**src/rtl/reg_wb_arbiter.sv**
```systemverilog
// reg_wb_arbiter: merges pipeline writebacks with buffered auxiliary writes
// into a single registered regfile write port. Pipeline writes have priority.
// Aux writes wait in a small FIFO. A newer pipeline write to the same rd
// kills any buffered entry for that rd.
// Optional feature: define WB_BYPASS_EN to let an aux write issue directly
// when the unit is idle.
module reg_wb_arbiter #(
  parameter int FIFO_DEPTH = 4,
  parameter int XLEN       = 32
) (
  input  logic                          clk,
  input  logic                          Rst,
  input  logic                          mem_hold,
  input  logic                          pipe_wen,
  input  logic [4:0]                    pipe_rd,
  input  logic [XLEN-1:0]               pipe_data,
  input  logic                          aux_valid,
  output logic                          aux_ready,
  input  logic [4:0]                    aux_rd,
  input  logic [XLEN-1:0]               aux_data,
  output logic                          MEM_WB_regwrite,
  output logic [4:0]                    MEM_WB_rd,
  output logic [XLEN-1:0]               WB_res,
  output logic [31:0]                   pend_mask,
  output logic [$clog2(FIFO_DEPTH):0]   fifo_count
);
  localparam int AW = $clog2(FIFO_DEPTH);
  localparam int CW = AW + 1;
  localparam logic [CW-1:0] DEPTH_C = CW'(FIFO_DEPTH);

  logic [4:0]            ent_rd   [FIFO_DEPTH];
  logic [XLEN-1:0]       ent_data [FIFO_DEPTH];
  logic [FIFO_DEPTH-1:0] ent_vld;
  logic [AW-1:0]         head, tail;
  logic [CW-1:0]         count;

  logic aux_acc, pipe_iss, fifo_pop, byp, push;

  // Issue decisions for this cycle; all use pre-pop occupancy.
  always_comb begin
    aux_ready = (count < DEPTH_C) && !Rst;
    aux_acc   = aux_valid && aux_ready && (aux_rd != 5'd0);
    pipe_iss  = !mem_hold && pipe_wen && (pipe_rd != 5'd0);
    fifo_pop  = !mem_hold && !pipe_iss && (count != '0);
`ifdef WB_BYPASS_EN
    byp       = !mem_hold && !pipe_iss && (count == '0) && aux_acc;
`else
    byp       = 1'b0;
`endif
    push      = aux_acc && !byp;
  end

  // FIFO storage: kill matching entries, pop head, push new tail.
  always_ff @(posedge clk) begin
    if (Rst) begin
      head    <= '0;
      tail    <= '0;
      count   <= '0;
      ent_vld <= '0;
    end else begin
      for (int i = 0; i < FIFO_DEPTH; i++)
        if (pipe_iss && ent_vld[i] && (ent_rd[i] == pipe_rd))
          ent_vld[i] <= 1'b0;
      if (fifo_pop) begin
        ent_vld[head] <= 1'b0;
        head          <= head + 1'b1;
      end
      // A push never lands on the head slot being popped: count>0 and
      // count<depth implies tail != head.
      if (push) begin
        ent_rd[tail]   <= aux_rd;
        ent_data[tail] <= aux_data;
        ent_vld[tail]  <= 1'b1;
        tail           <= tail + 1'b1;
      end
      case ({push, fifo_pop})
        2'b10:   count <= count + 1'b1;
        2'b01:   count <= count - 1'b1;
        default: count <= count;
      endcase
    end
  end

  // Registered regfile write port; frozen entirely while mem_hold is high.
  always_ff @(posedge clk) begin
    if (Rst) begin
      MEM_WB_regwrite <= 1'b0;
      MEM_WB_rd       <= '0;
      WB_res          <= '0;
    end else if (!mem_hold) begin
      if (pipe_iss) begin
        MEM_WB_regwrite <= 1'b1;
        MEM_WB_rd       <= pipe_rd;
        WB_res          <= pipe_data;
      end else if (fifo_pop) begin
        // A killed head still consumes its slot but writes nothing.
        MEM_WB_regwrite <= ent_vld[head];
        if (ent_vld[head]) begin
          MEM_WB_rd <= ent_rd[head];
          WB_res    <= ent_data[head];
        end
      end else if (byp) begin
        MEM_WB_regwrite <= 1'b1;
        MEM_WB_rd       <= aux_rd;
        WB_res          <= aux_data;
      end else begin
        MEM_WB_regwrite <= 1'b0;
      end
    end
  end

  // Pending-rd mask from live buffered entries; x0 is never pending.
  always_comb begin
    pend_mask = '0;
    for (int i = 0; i < FIFO_DEPTH; i++)
      if (ent_vld[i]) pend_mask[ent_rd[i]] = 1'b1;
    pend_mask[0] = 1'b0;
  end

  assign fifo_count = count;

endmodule
```
**config.mk**
```make
export PLATFORM = sky130hd
export DESIGN_NAME = reg_wb_arbiter
export DESIGN_NICKNAME = d
export VERILOG_FILES = /design/src/rtl/reg_wb_arbiter.sv
export SDC_FILE = /design/constraint.sdc
export NUM_CORES = 1
export LEC_CHECK = 0
export CORE_AREA = 4 4 141 143
export CTS_CLUSTER_SIZE = 10
export DETAILED_ROUTE_END_ITERATION = 7
export DIE_AREA = 0 0 145 147
export PLACE_DENSITY = 0.71
export SETUP_SLACK_MARGIN = 0.05
export SYNTH_ARGS = -nofsm -noshare
export SYNTH_HDL_FRONTEND = slang
export SYNTH_SLANG_ARGS = --single-unit
export TNS_END_PERCENT = 30
```
**constraint.sdc**
```tcl
create_clock -name clk -period 3.3 [get_ports clk]
set_input_delay 0.99 -clock clk [delete_from_list [all_inputs] [get_ports clk]]
set_output_delay 0.99 -clock clk [all_outputs]
set_load 0.01 [all_outputs]
```
Yosys cells after proc, flatten, opt, wreduce, memory -nomap -nowiden

Memory sizes are Yosys's and may differ from the RTL's. A register that Yosys moved wholly into a read port is not among the register bits.
Cells that the tools add are included.

Bits in registers: 49
Latch bits: 0
Bits in writable memories: 148
Memory bits (read-only): 0
Output and inout port bits: 74
Memories kept: 2

Add/subtract/negate cells: 4
$mul: 0
Divide/modulo/power cells: 0
Magnitude comparators: 13
Equal/unequal tests: 6
Shift operators: 0
Mux-type cells: 45
Bitwise operators: 7
Reductions and logical operators: 31

Memory list:

| name     | words | width | rd ports | clocked after memory_dff | write ports | line | source |
|---|---|---|---|---|---|---|---|
| ent_data | 4     | 32    | 1        | 1                        | 1           | 32   | `logic [XLEN-1:0] ent_data [FIFO_DEPTH];` |
| ent_rd   | 4     | 5     | 5        | 1                        | 1           | 31   | `logic [4:0] ent_rd [FIFO_DEPTH];` |

Operators with widths:

| kind                  | count |
|---|---|
| $mux W32              | 7 |
| $or A32 B32 Y32       | 3 |
| $lt A5 B6 Y1 const B  | 4 |
| $logic_and A1 B1 Y1   | 21 |
| $demux W1 S5          | 4 |
| $eq A5 B5 Y1          | 4 |
| $ge A5 B1 Y1 const B  | 4 |
| $mux W1               | 20 |
| $mux W5               | 3 |
| $mux W4               | 3 |
| $reduce_bool A5 Y1    | 2 |
| $mux W2               | 4 |
| $lt A2 B3 Y1 const B  | 2 |
| $pmux W3 S2           | 1 |
| $reduce_bool A2 Y1    | 3 |
| $add A2 B1 Y2 const B | 2 |
| $and A4 B4 Y4         | 1 |
| $demux W1 S2          | 2 |
| $ge A2 B1 Y1 const B  | 2 |
| $not A4 Y4            | 1 |
| $or A4 B4 Y4          | 1 |
| $add A3 B1 Y3 const B | 1 |
| $logic_not A1 Y1      | 3 |
| $lt A3 B3 Y1 const B  | 1 |
| 7 further kinds       | 7 |

Depth between registers and ports, before layout

Gate-level depths: netlist of run 1.

Depth in word-level cells: 12
Mapped depth: 11

Least setup slack after synthesis of run 1

OpenSTA, ideal clock, no wires.

Path type: input-to-reg
Start point: input pipe_rd[4]
End point: register count[2] (netlist: fifo_count[2])
Setup time: 0.071 ns
Arrival: 3.245 ns
Required time: 3.229 ns
Slack: -0.015 ns
Stages on the path: 11
Cell sequence: buf_4 or4_4 o21ai_4 nand2_1 inv_1 ha_1 inv_1 fa_1 xor2_1 or3_1 a21oi_1

Word-level cells in the longest chain between the ends: 7
Elaborated cells on any way between the ends: 9
Those cells by class: eq/ne (2); mux (1); reduce/logical (6)

Ends and longest elaborated chain:

| element                                           | line | source |
|---|---|---|
| from (decl)                                       | 15   | `input logic [4:0] pipe_rd,` |
| $reduce_bool A5 Y1 (*)                            | 43   | `pipe_iss = !mem_hold && pipe_wen && (pipe_rd != 5'd0);` |
| $logic_and A1 B1 Y1 (*)                           | 43   |  |
| $logic_not A1 Y1 (*)                              | 44   | `fifo_pop = !mem_hold && !pipe_iss && (count != '0);` |
| $logic_and A1 B1 Y1 (*) (2 in series)             | 44   |  |
| $eq A2 B1 Y1 or $eq A2 B2 Y1 (tied branches)      | 76   | `case ({push, fifo_pop})` |
| $pmux W3 S2 or $reduce_bool A2 Y1 (tied branches) | -    |  |
| to (signal assigned)                              | 77   | `2'b10: count <= count + 1'b1;` |
| to (signal assigned)                              | 78   | `2'b01: count <= count - 1'b1;` |
| to (signal assigned)                              | 79   | `default: count <= count;` |
| to (decl)                                         | 35   | `logic [CW-1:0] count;` |

Mark *: on every way between the ends. The rest lies on a longest branch, timed or not.
A chain may end at the register's enable or synchronous reset.

==> results of run 1 <==
report_power, final:
group	leakage, nW	internal [mW]	switching (mW)	total [mW]
clock	0.294	1.15	0.960	2.11
combinational	2.05	0.337	0.260	0.597
sequential	1.76	2.78	0.0485	2.83
cells by family after synthesis:
| family | share of synthesized area (%) |
|---|---|
| AOI/OAI and AO/OA | 11.0 |
| xor gates and xnor gates | 2.39 |
| adders and majority gates | 1.51 |
| buffers and inverters | 3.06 |
| DFF | 62.1 |
| muxes | 10.1 |
| other | 0.0426 |
| and+or+nand+nor | 9.89 |
state kept, by name, indices dropped and copies added, names as in the netlist, named ones only:
signal,flops
ent_data,128
fifo_count,3
tail,2
ent_vld,4
MEM_WB_regwrite,1
MEM_WB_rd,5
WB_res,32
head,2
ent_rd,20
layer usage:
layer | part of all wire, % | GRT usage (%)
met1 | 42 | 26.5
met2 | 49 | 35.1
met3 | 5.6 | 4.50
met4 | 3.3 | 9.93
met5 | 0.11 | 0
worst min path at each step:
stage,startpoint,endpoint,slack (ps),cells after the start
2_1_floorplan,MEM_WB_regwrite,MEM_WB_regwrite,480,2
5_1_grt,WB_res[11],WB_res[11],510,1
6_report,WB_res[30],WB_res[30],490,1
4_1_cts,WB_res[16],WB_res[16],490,1
3_3_place_gp,MEM_WB_regwrite,MEM_WB_regwrite,450,2
3_5_place_dp,WB_res[5],WB_res[5],470,1
synth_stat cells, types with 6 or more instances:
cell type,n
nor3_1,13
ha_1,9
inv_1,13
or3b_2,6
a221o_2,22
nand3b_1,10
clkbuf_1,27
o22ai_1,11
nor2_1,24
nand2_1,18
a221o_1,21
xor2_1,14
edfxtp_1,148
mux4_2,38
a21oi_1,11
nor3b_1,9
dfxtp_1,51
a22oi_1,17
nand3_1,12
nor2b_1,28
o221ai_1,17
xnor2_1,10
layout make-up:
class	instances	share of cell area, %
clock buffers	17	3.63
clock inverters	15	1.64
inverters	13	0.417
multi-input cells	334	27.1
flip-flops and latches	199	46.7
well taps	234	2.50
repair buffers	221	18.0
worst max-delay path, cell delays in order, from the launching register on:
cell and delay [ps]:
edfxtp_1 490, or3b_4 510, o22ai_1 170, a221o_1 140
clkdlybuf4s50_1 530
repair_timing:
item / in CTS / in global routing
buffers inserted: 15 / 18
pin swaps: 5 / 1
gates resized for setup: 27 / 14
endpoints found under the setup margin: 27 / 21
==> reports/metrics.cfg, run 1 <==
[drt]
drcViolationCount=0
wl_mm=22.5
viasPerCell=5.91
drtAntennaViolNets=0
avgRoutedWirePerCell_um=21.8
drtIter0Drc=375
dr.pass1.iters=5
vias=6105

[worst_setup_path]
cp_max_fo=7
end_kind=primary output
reg2reg_to=WB_res[21]
crit_start=ent_rd[3][1]
rr_worst_depth=6
r2r_start=head[1]
crit_arrival_ps=2270
cp-endpoint=pend_mask[12]
critical_path.startpoint_type=register
path_class=reg -> out
worstPathRequired_ps=2310
rrSetupSlack_ps=1320

[power]
p_total_mw=5.53
power_leakage_nw=4.11
power_density_mw_per_mm2=473
peakVddDrop_uv=386

[floorplanning]
die_w_um=145
row_count=50
ios=153
die_y_um=147
core_area_sq_mm=0.0186
initial_core_util_pct=47.4
die-area_sq_mm=0.0213

[clock_network]
clockBufferDepth=2
cts_buffers=17
cts_tree=built
clk-insertion-delay-late_ps=430
h-tree-depth=4
cts.sinks=199
path_clk_slew_ps=70
cts_hold_buf=0
root_buffer=clkbuf_16

[logic_synthesis]
synth_cell_types=47
synth_nets=679
synth_top_cell_by_area=edfxtp_1
synthArstFlopShare_pct=0
yosys_warnings=0
synth-seq-area-share_pct=62.1
ys.flop_type=edfxtp_1
synth_cells=590
syn_area_sq_mm=0.00880
synthTopCellsByArea=edfxtp_1 50%, dfxtp_1 12%, mux4_2 9.7%, a221o_2 2.8%, a221o_1 2.4%
yosysTopAreaCellShare_pct=50.5
avgSynthCellArea_sq_um=14.9
ys_ff_latch=199
synth_edf_count=148

[global_routing]
grt-ovfl-total=0
grt_max_degree=33
antenna_found_initial=2
grt_pass1_wl_mm=35.0
track_usage_pct=21.1
grt_pass1_vias=6293

[timing]
worst_slack_ps=41.2
fmax_mhz=307
fin_crit_ps=3260
final_hold_viol_count=0
fin_skew_ps=10.6
tns_ps=0
drv_slew=0
hold-worst-slack_ps=487
post-route-period-util_pct=98.8
rsz0062_at_grt=yes
finalSetupViolCount=0

[cells_and_area]
regArea_sq_mm=0.00547
layout.cells.non_filler=1033
mostFrequentLayoutCell=edfxtp_1
antenna_cells=0
num-fill-cells=1403
post-route-cell-area_sq_mm=0.0117
utilization_pct=63.0
final_cell_mix=148 x edfxtp_1, 134 x clkdlybuf4s50_1, 64 x buf_4
multi_input_area_sq_mm=0.00317
layout.nets=875
drive_gt1_share_pct=25.2
layout-area-overhead-vs-synth_pct=33.0

[placed_design]
dpl.cell_count=968
numPortBuffers=151
dp_hpwl_mm=15.1
gp_congestion=0.935
placed_area_sq_mm=0.0107
dp_slack_ps=-149

[flow_run]
cap_violations=0

[run_status]
status=finished clean

[worst_hold_path]
min_path_type=reg -> reg

Note: power is estimated with default switching activity, not from simulation.
==> run 2, diff against run 1 <==
--- a/config.mk
+++ b/config.mk
@@ -5,11 +5,12 @@
 export SDC_FILE = /design/constraint.sdc
 export NUM_CORES = 1
 export LEC_CHECK = 0
-export CORE_AREA = 4 4 141 143
+export CORE_AREA = 4 4 130 132
 export CTS_CLUSTER_SIZE = 10
 export DETAILED_ROUTE_END_ITERATION = 7
-export DIE_AREA = 0 0 145 147
-export PLACE_DENSITY = 0.71
+export DIE_AREA = 0 0 134 136
+export DONT_BUFFER_PORTS = 1
+export PLACE_DENSITY = 0.7
 export SETUP_SLACK_MARGIN = 0.05
 export SYNTH_ARGS = -nofsm -noshare
 export SYNTH_HDL_FRONTEND = slang
==> reports/metrics.cfg, run 2 (synthesized netlist as in run 1, its figures left out) <==
[cells_and_area]
num-fill-cells=1170  ; -17%
max_flop_register=ent_data
mostFrequentLayoutCell=edfxtp_1
largest_register_ffs=128  ; unchanged
final_cell_mix=148 x edfxtp_1, 49 x dfxtp_1, 38 x mux4_2
layout-area-overhead-vs-synth_pct=8.90
drive_gt1_share_pct=21.4  ; -3.7 points
layout.nets=670  ; -23%
antenna_cells=0  ; unchanged
reg_top3=ent_data (128), WB_res (32), ent_rd (20)

[timing]
max_slew_margin_pct=36.1
fmax_mhz=332  ; +8.1%
hold-worst-slack_ps=510  ; +22.5 ps
tns_ps=0  ; unchanged
finalSetupViolCount=0  ; unchanged
post-route-period-util_pct=91.4  ; -7.4 points
fin_skew_ps=11.5  ; +0.873 ps
drv_slew=0  ; unchanged
fin_crit_ps=3010  ; -244 ps
worst_slew_pin_slew_ps=957
final_hold_viol_count=0  ; unchanged
rsz0062_at_grt=no

[power]
power.switching_mw=1.14  ; -10%
peakVddDrop_uv=464  ; +20%
p_sw_share_pct=21.9  ; -1.0 points
pwr-share-comb_pct=6.4  ; -4.4 points
pwr-share-seq_pct=55.0  ; +3.9 points
power_leakage_nw=3.06  ; -25%
p_int_mw=4.07  ; -4.6%
clockPowerShare_pct=38.6  ; +0.5 points
p_total_mw=5.21  ; -5.9%
power_density_mw_per_mm2=543  ; +15%

[clock_network]
cts_hold_buf=0  ; unchanged
path_clk_slew_ps=70  ; about the same
cts_resized=0  ; -100%
clockBufferDepth=2  ; unchanged
cts_buffers=17  ; unchanged
root_buffer=clkbuf_16
clk-insertion-delay-late_ps=430  ; about the same
postCtsSetupBuffers=0  ; -15
h-tree-depth=4  ; unchanged
cts_tree=built
cts.sinks=199  ; unchanged

[drt]
top_layer=met4
wl_met1_mm=8.01  ; -15%
avgRoutedWirePerCell_um=25.7  ; +18%
viasPerCell=6.61  ; +12%
dr.pass1.iters=5  ; unchanged
drtAntennaViolNets=0  ; unchanged
vias=5347  ; -12%
drcViolationCount=0  ; unchanged
drtIter0Drc=411  ; +9.6%
wl_mm=20.8  ; -7.7%
wl_met2_mm=10.3  ; -7.4%
wl_met3_mm=2.02  ; +59%

[floorplanning]
die-area_sq_mm=0.0182  ; -15%
die_y_um=136  ; -7.5%
row_count=46  ; -8.0%
core_area_sq_mm=0.0157  ; -15%
ios=153  ; unchanged
initial_core_util_pct=56.0  ; +8.6 points
die_w_um=134  ; -7.6%

[flow_run]
cap_violations=0  ; unchanged

[placed_design]
numPortBuffers=0  ; -100%
dp_hpwl_mm=13.9  ; -8.0%
gp_congestion=0.897  ; -4.1%

[worst_setup_path]
cp_max_fo=10  ; +3
path_class=reg -> out
end_kind=primary output
worstPathRequired_ps=2310  ; about the same
crit_arrival_ps=2020  ; -250 ps
critical_path.startpoint_type=register

[global_routing]
grt_pass1_wl_mm=31.5  ; -10%
grt-ovfl-total=0  ; unchanged
grt_pass1_vias=5540  ; -12%
track_usage_pct=23.1  ; +2.0 points
antenna_found_initial=0  ; -2
grt_max_degree=33  ; unchanged

[worst_hold_path]
min_path_type=reg -> reg

[run_status]
status=finished clean

## run 2: stage by stage
stage          setup slack [ps]  instance area (sq um)  util (%)  instances
2_1_floorplan              64.5                   8820         -        590
3_3_place_gp                226                   9010      57.3        778
3_5_place_dp                192                   9010      57.3        778
4_1_cts                     293                   9590      61.0        809
5_1_grt                     228                   9590      61.0        809
6_report                    285                   9590      61.0        809
## run 2: path summary, 6_finish.rpt
| path | from | end | slack [ps] | depth (start not counted) |
|---|---|---|---|---|
| worst max-delay path | ent_rd[2][2] | pend_mask[18] | 290 | 2 |
| worst min-delay path | MEM_WB_regwrite | MEM_WB_regwrite | 510 | 2 |
| worst max register to register | fifo_count[2] | fifo_count[2] | 890 | 10 |
| worst min register to register | MEM_WB_regwrite | MEM_WB_regwrite | 510 | 2 |
## run 2: power by group through the flow
stage	logic, mW	clock network (mW)	registers, mW
after floorplan	0.293	0	2.88
after global placement	0.321	0	2.92
after detailed placement	0.333	0	2.92
after CTS	0.335	2.04	2.87
after global routing	0.360	2.16	2.88
final	0.332	2.01	2.87
## run 2: routing by layer
metal / track usage, % / vias up
met2: 38.5 / 279
met1: 27.5 / 2686
met3: 8.51 / 42
met4: 9.09 / 0
met5: 0 / -
li1: - / 2340
## run 2: worst max-delay path, stage by stage (launching register included)
cell      delay [ps]
edfxtp_1         590
or3b_2           590
o221ai_1         410
## run 2: final cells by class
cell class / count / area, sq um / area share [%]
flip-flops and latches: 199 / 5470 / 57.0
inverters: 13 / 48.8 / 0.509
repair buffers: 16 / 133 / 1.38
clock buffers: 18 / 429 / 4.48
well taps: 216 / 270 / 2.82
multi-input cells: 334 / 3090 / 32.3
clock inverters: 13 / 146 / 1.53
==> patch (flow settings as in run 2) <==
Set the parameter `XLEN` to 24 (it was 32).
--- a/src/rtl/reg_wb_arbiter.sv
+++ b/src/rtl/reg_wb_arbiter.sv
@@ -7,5 +7,5 @@
 module reg_wb_arbiter #(
   parameter int FIFO_DEPTH = 4,
-  parameter int XLEN       = 32
+  parameter int XLEN       = 24
 ) (
   input  logic                          clk,
Ports: changed (resized WB_res, aux_data and pipe_data); port bits go from 153 to 129. No check against the original RTL was run, so the function may have changed too.
==> patch against run 2 <==
Global-route usage decreased by 3.1 points. Sequential cell count decreased by 40. Power decreased by 12%. Setup slack improved by 0.037 ns. Register-to-register slack improved by 0.05 ns. Wire length decreased by 14%. Highest routed layer unchanged. Sequential power decreased by 21%. Largest power group unchanged. Synthesized area decreased by 17%. Cell area decreased by 15%.
==> patch: results (changes against run 2) <==
Logic synthesis
  • Mux cell area share after synthesis: 9.758% (-0.30 points)
  • Yosys warns: 0 (unchanged)
  • Yosys cell types: 42 (-11%)
  • Ranking of synthesized cells by area: edfxtp_1 47%, dfxtp_1 12%, mux4_2 9.2%, a221o_1 5.2%, nor2b_1 2.1%
  • Post-synthesis compound-gate area fraction: 11.77% (+0.80 points)
  • Commonest cells in the netlist: 116 x edfxtp_1, 43 x dfxtp_1, 38 x a221o_1, 30 x mux4_2, 27 x nor2_1
  • Post-Synth Adder-Cell Area: 1.808% (+0.30 points)
  • Syn Nets: 597 (-12%)
  • Syn avg cell area: 14.00 µm² (-6.2%)
  • Synth Area in XOR/XNOR: 2.866% (+0.48 points)
  • Seq/Total Area, Yosys: 59.23% (-2.9 points)
  • Post-synth EDFFs: 116 (-22%)

Power
  • Pint: 3557 µW (-13%)
  • Maximum vdd drop: 0.0004505 V (-2.8%)
  • Max power group: sequential cells
  • Clock power frac: 44.5% (+5.9 points)
  • Sequential share of power: 49.6% (-5.4 points)
  • Leakage: 0.002617 µW (-14%)
  • Power per Cell Area: 562.9 mW/mm² (+3.6%)

Final layout
  • Register area: 0.004345 mm² (-21%)
  • Layout cells sized above 1: 17.74% (-3.7 points)
  • Fill cell count: 1309 (+12%)
  • Final nets: 590 (-12%)
  • Regs by FF count: ent_data: 96 flops, WB_res: 24 flops, ent_rd: 20 flops

GRT
  • First-pass GRT wire length: 27.62 mm (-12%)
  • Vias in the first global route: 4828 (-13%)
  • Met1 Usage GRT: 23.53% (-4.0 points)
  • GR Layer Usage met3: 6.366% (-2.1 points)
  • Largest net degree at the start of global routing: 30 (-9.1%)
  • Met2 Usage GRT: 34.36% (-4.1 points)
  • Overall Global Routing Usage: 19.97% (-3.1 points)

Setup path
  • CP max FO: 10 (unchanged)
  • Arrival @ worst endpoint: 1.99 ns (-0.03 ns)

Placement
  • DP HPWL: 11.83 mm (-15%)
  • Gp weighted congestion: 0.9052 (+0.94%)
  • Placed cell area: 0.007511 mm² (-17%)
  • Pre-CTS setup slack: 0.2208 ns (+0.02858 ns)
  • Placed cells: 714 (-8.2%)

Drt
  • WL/cell: 24.04 µm (-6.5%)
  • Initial drt markers: 312 (-24%)
  • Met3 wire length: 1.490 mm (-26%)
  • DRT Wirelength: 17.93 mm (-14%)
  • Routed met1 length: 7.096 mm (-11%)
  • Pre-antenna DRT Iters: 5 (unchanged)
  • DR WL met2: 9.050 mm (-12%)
  • Vias per cell: 6.244 (-5.5%)

Outcome
  • Status: finished, final reports clean

Timing
  • Worst clock skew: 0.01367 ns (+0.002202 ns)
  • Max_slew headroom: 17.44% (-19 points)

Clocking
  • Max Root-Sink Buffers: 2 (unchanged)
## patch: worst max-delay path, stage by stage (launching register included)
cell	delay, ns
edfxtp_1	0.58
or3b_2	0.58
o22ai_1	0.19
a221o_1	0.23
## patch: layout make-up
class / count / area share, %
Sequential cell: 159 / 53.43
Clock buffer: 17 / 5.231
Tap cell: 216 / 3.323
Inverter: 13 / 0.6000
Clock inverter: 15 / 2.415
Multi-Input combinational cell: 312 / 33.71
Timing Repair Buffer: 14 / 1.292
## patch: path summary, 6_finish.rpt
check / startpoint / to / slack [ns] / cells past startpoint
min reg2reg: MEM_WB_rd[1]$_SDFFE_PP0P_ / MEM_WB_rd[1]$_SDFFE_PP0P_ / 0.54 / 2
min: MEM_WB_rd[1]$_SDFFE_PP0P_ / MEM_WB_rd[1]$_SDFFE_PP0P_ / 0.54 / 2
max reg2reg: fifo_count[0]$_SDFFE_PP0P_ / fifo_count[2]$_SDFFE_PP0P_ / 0.94 / 10
max: ent_rd[2][2]$_DFFE_PP_ / pend_mask[9] / 0.32 / 3
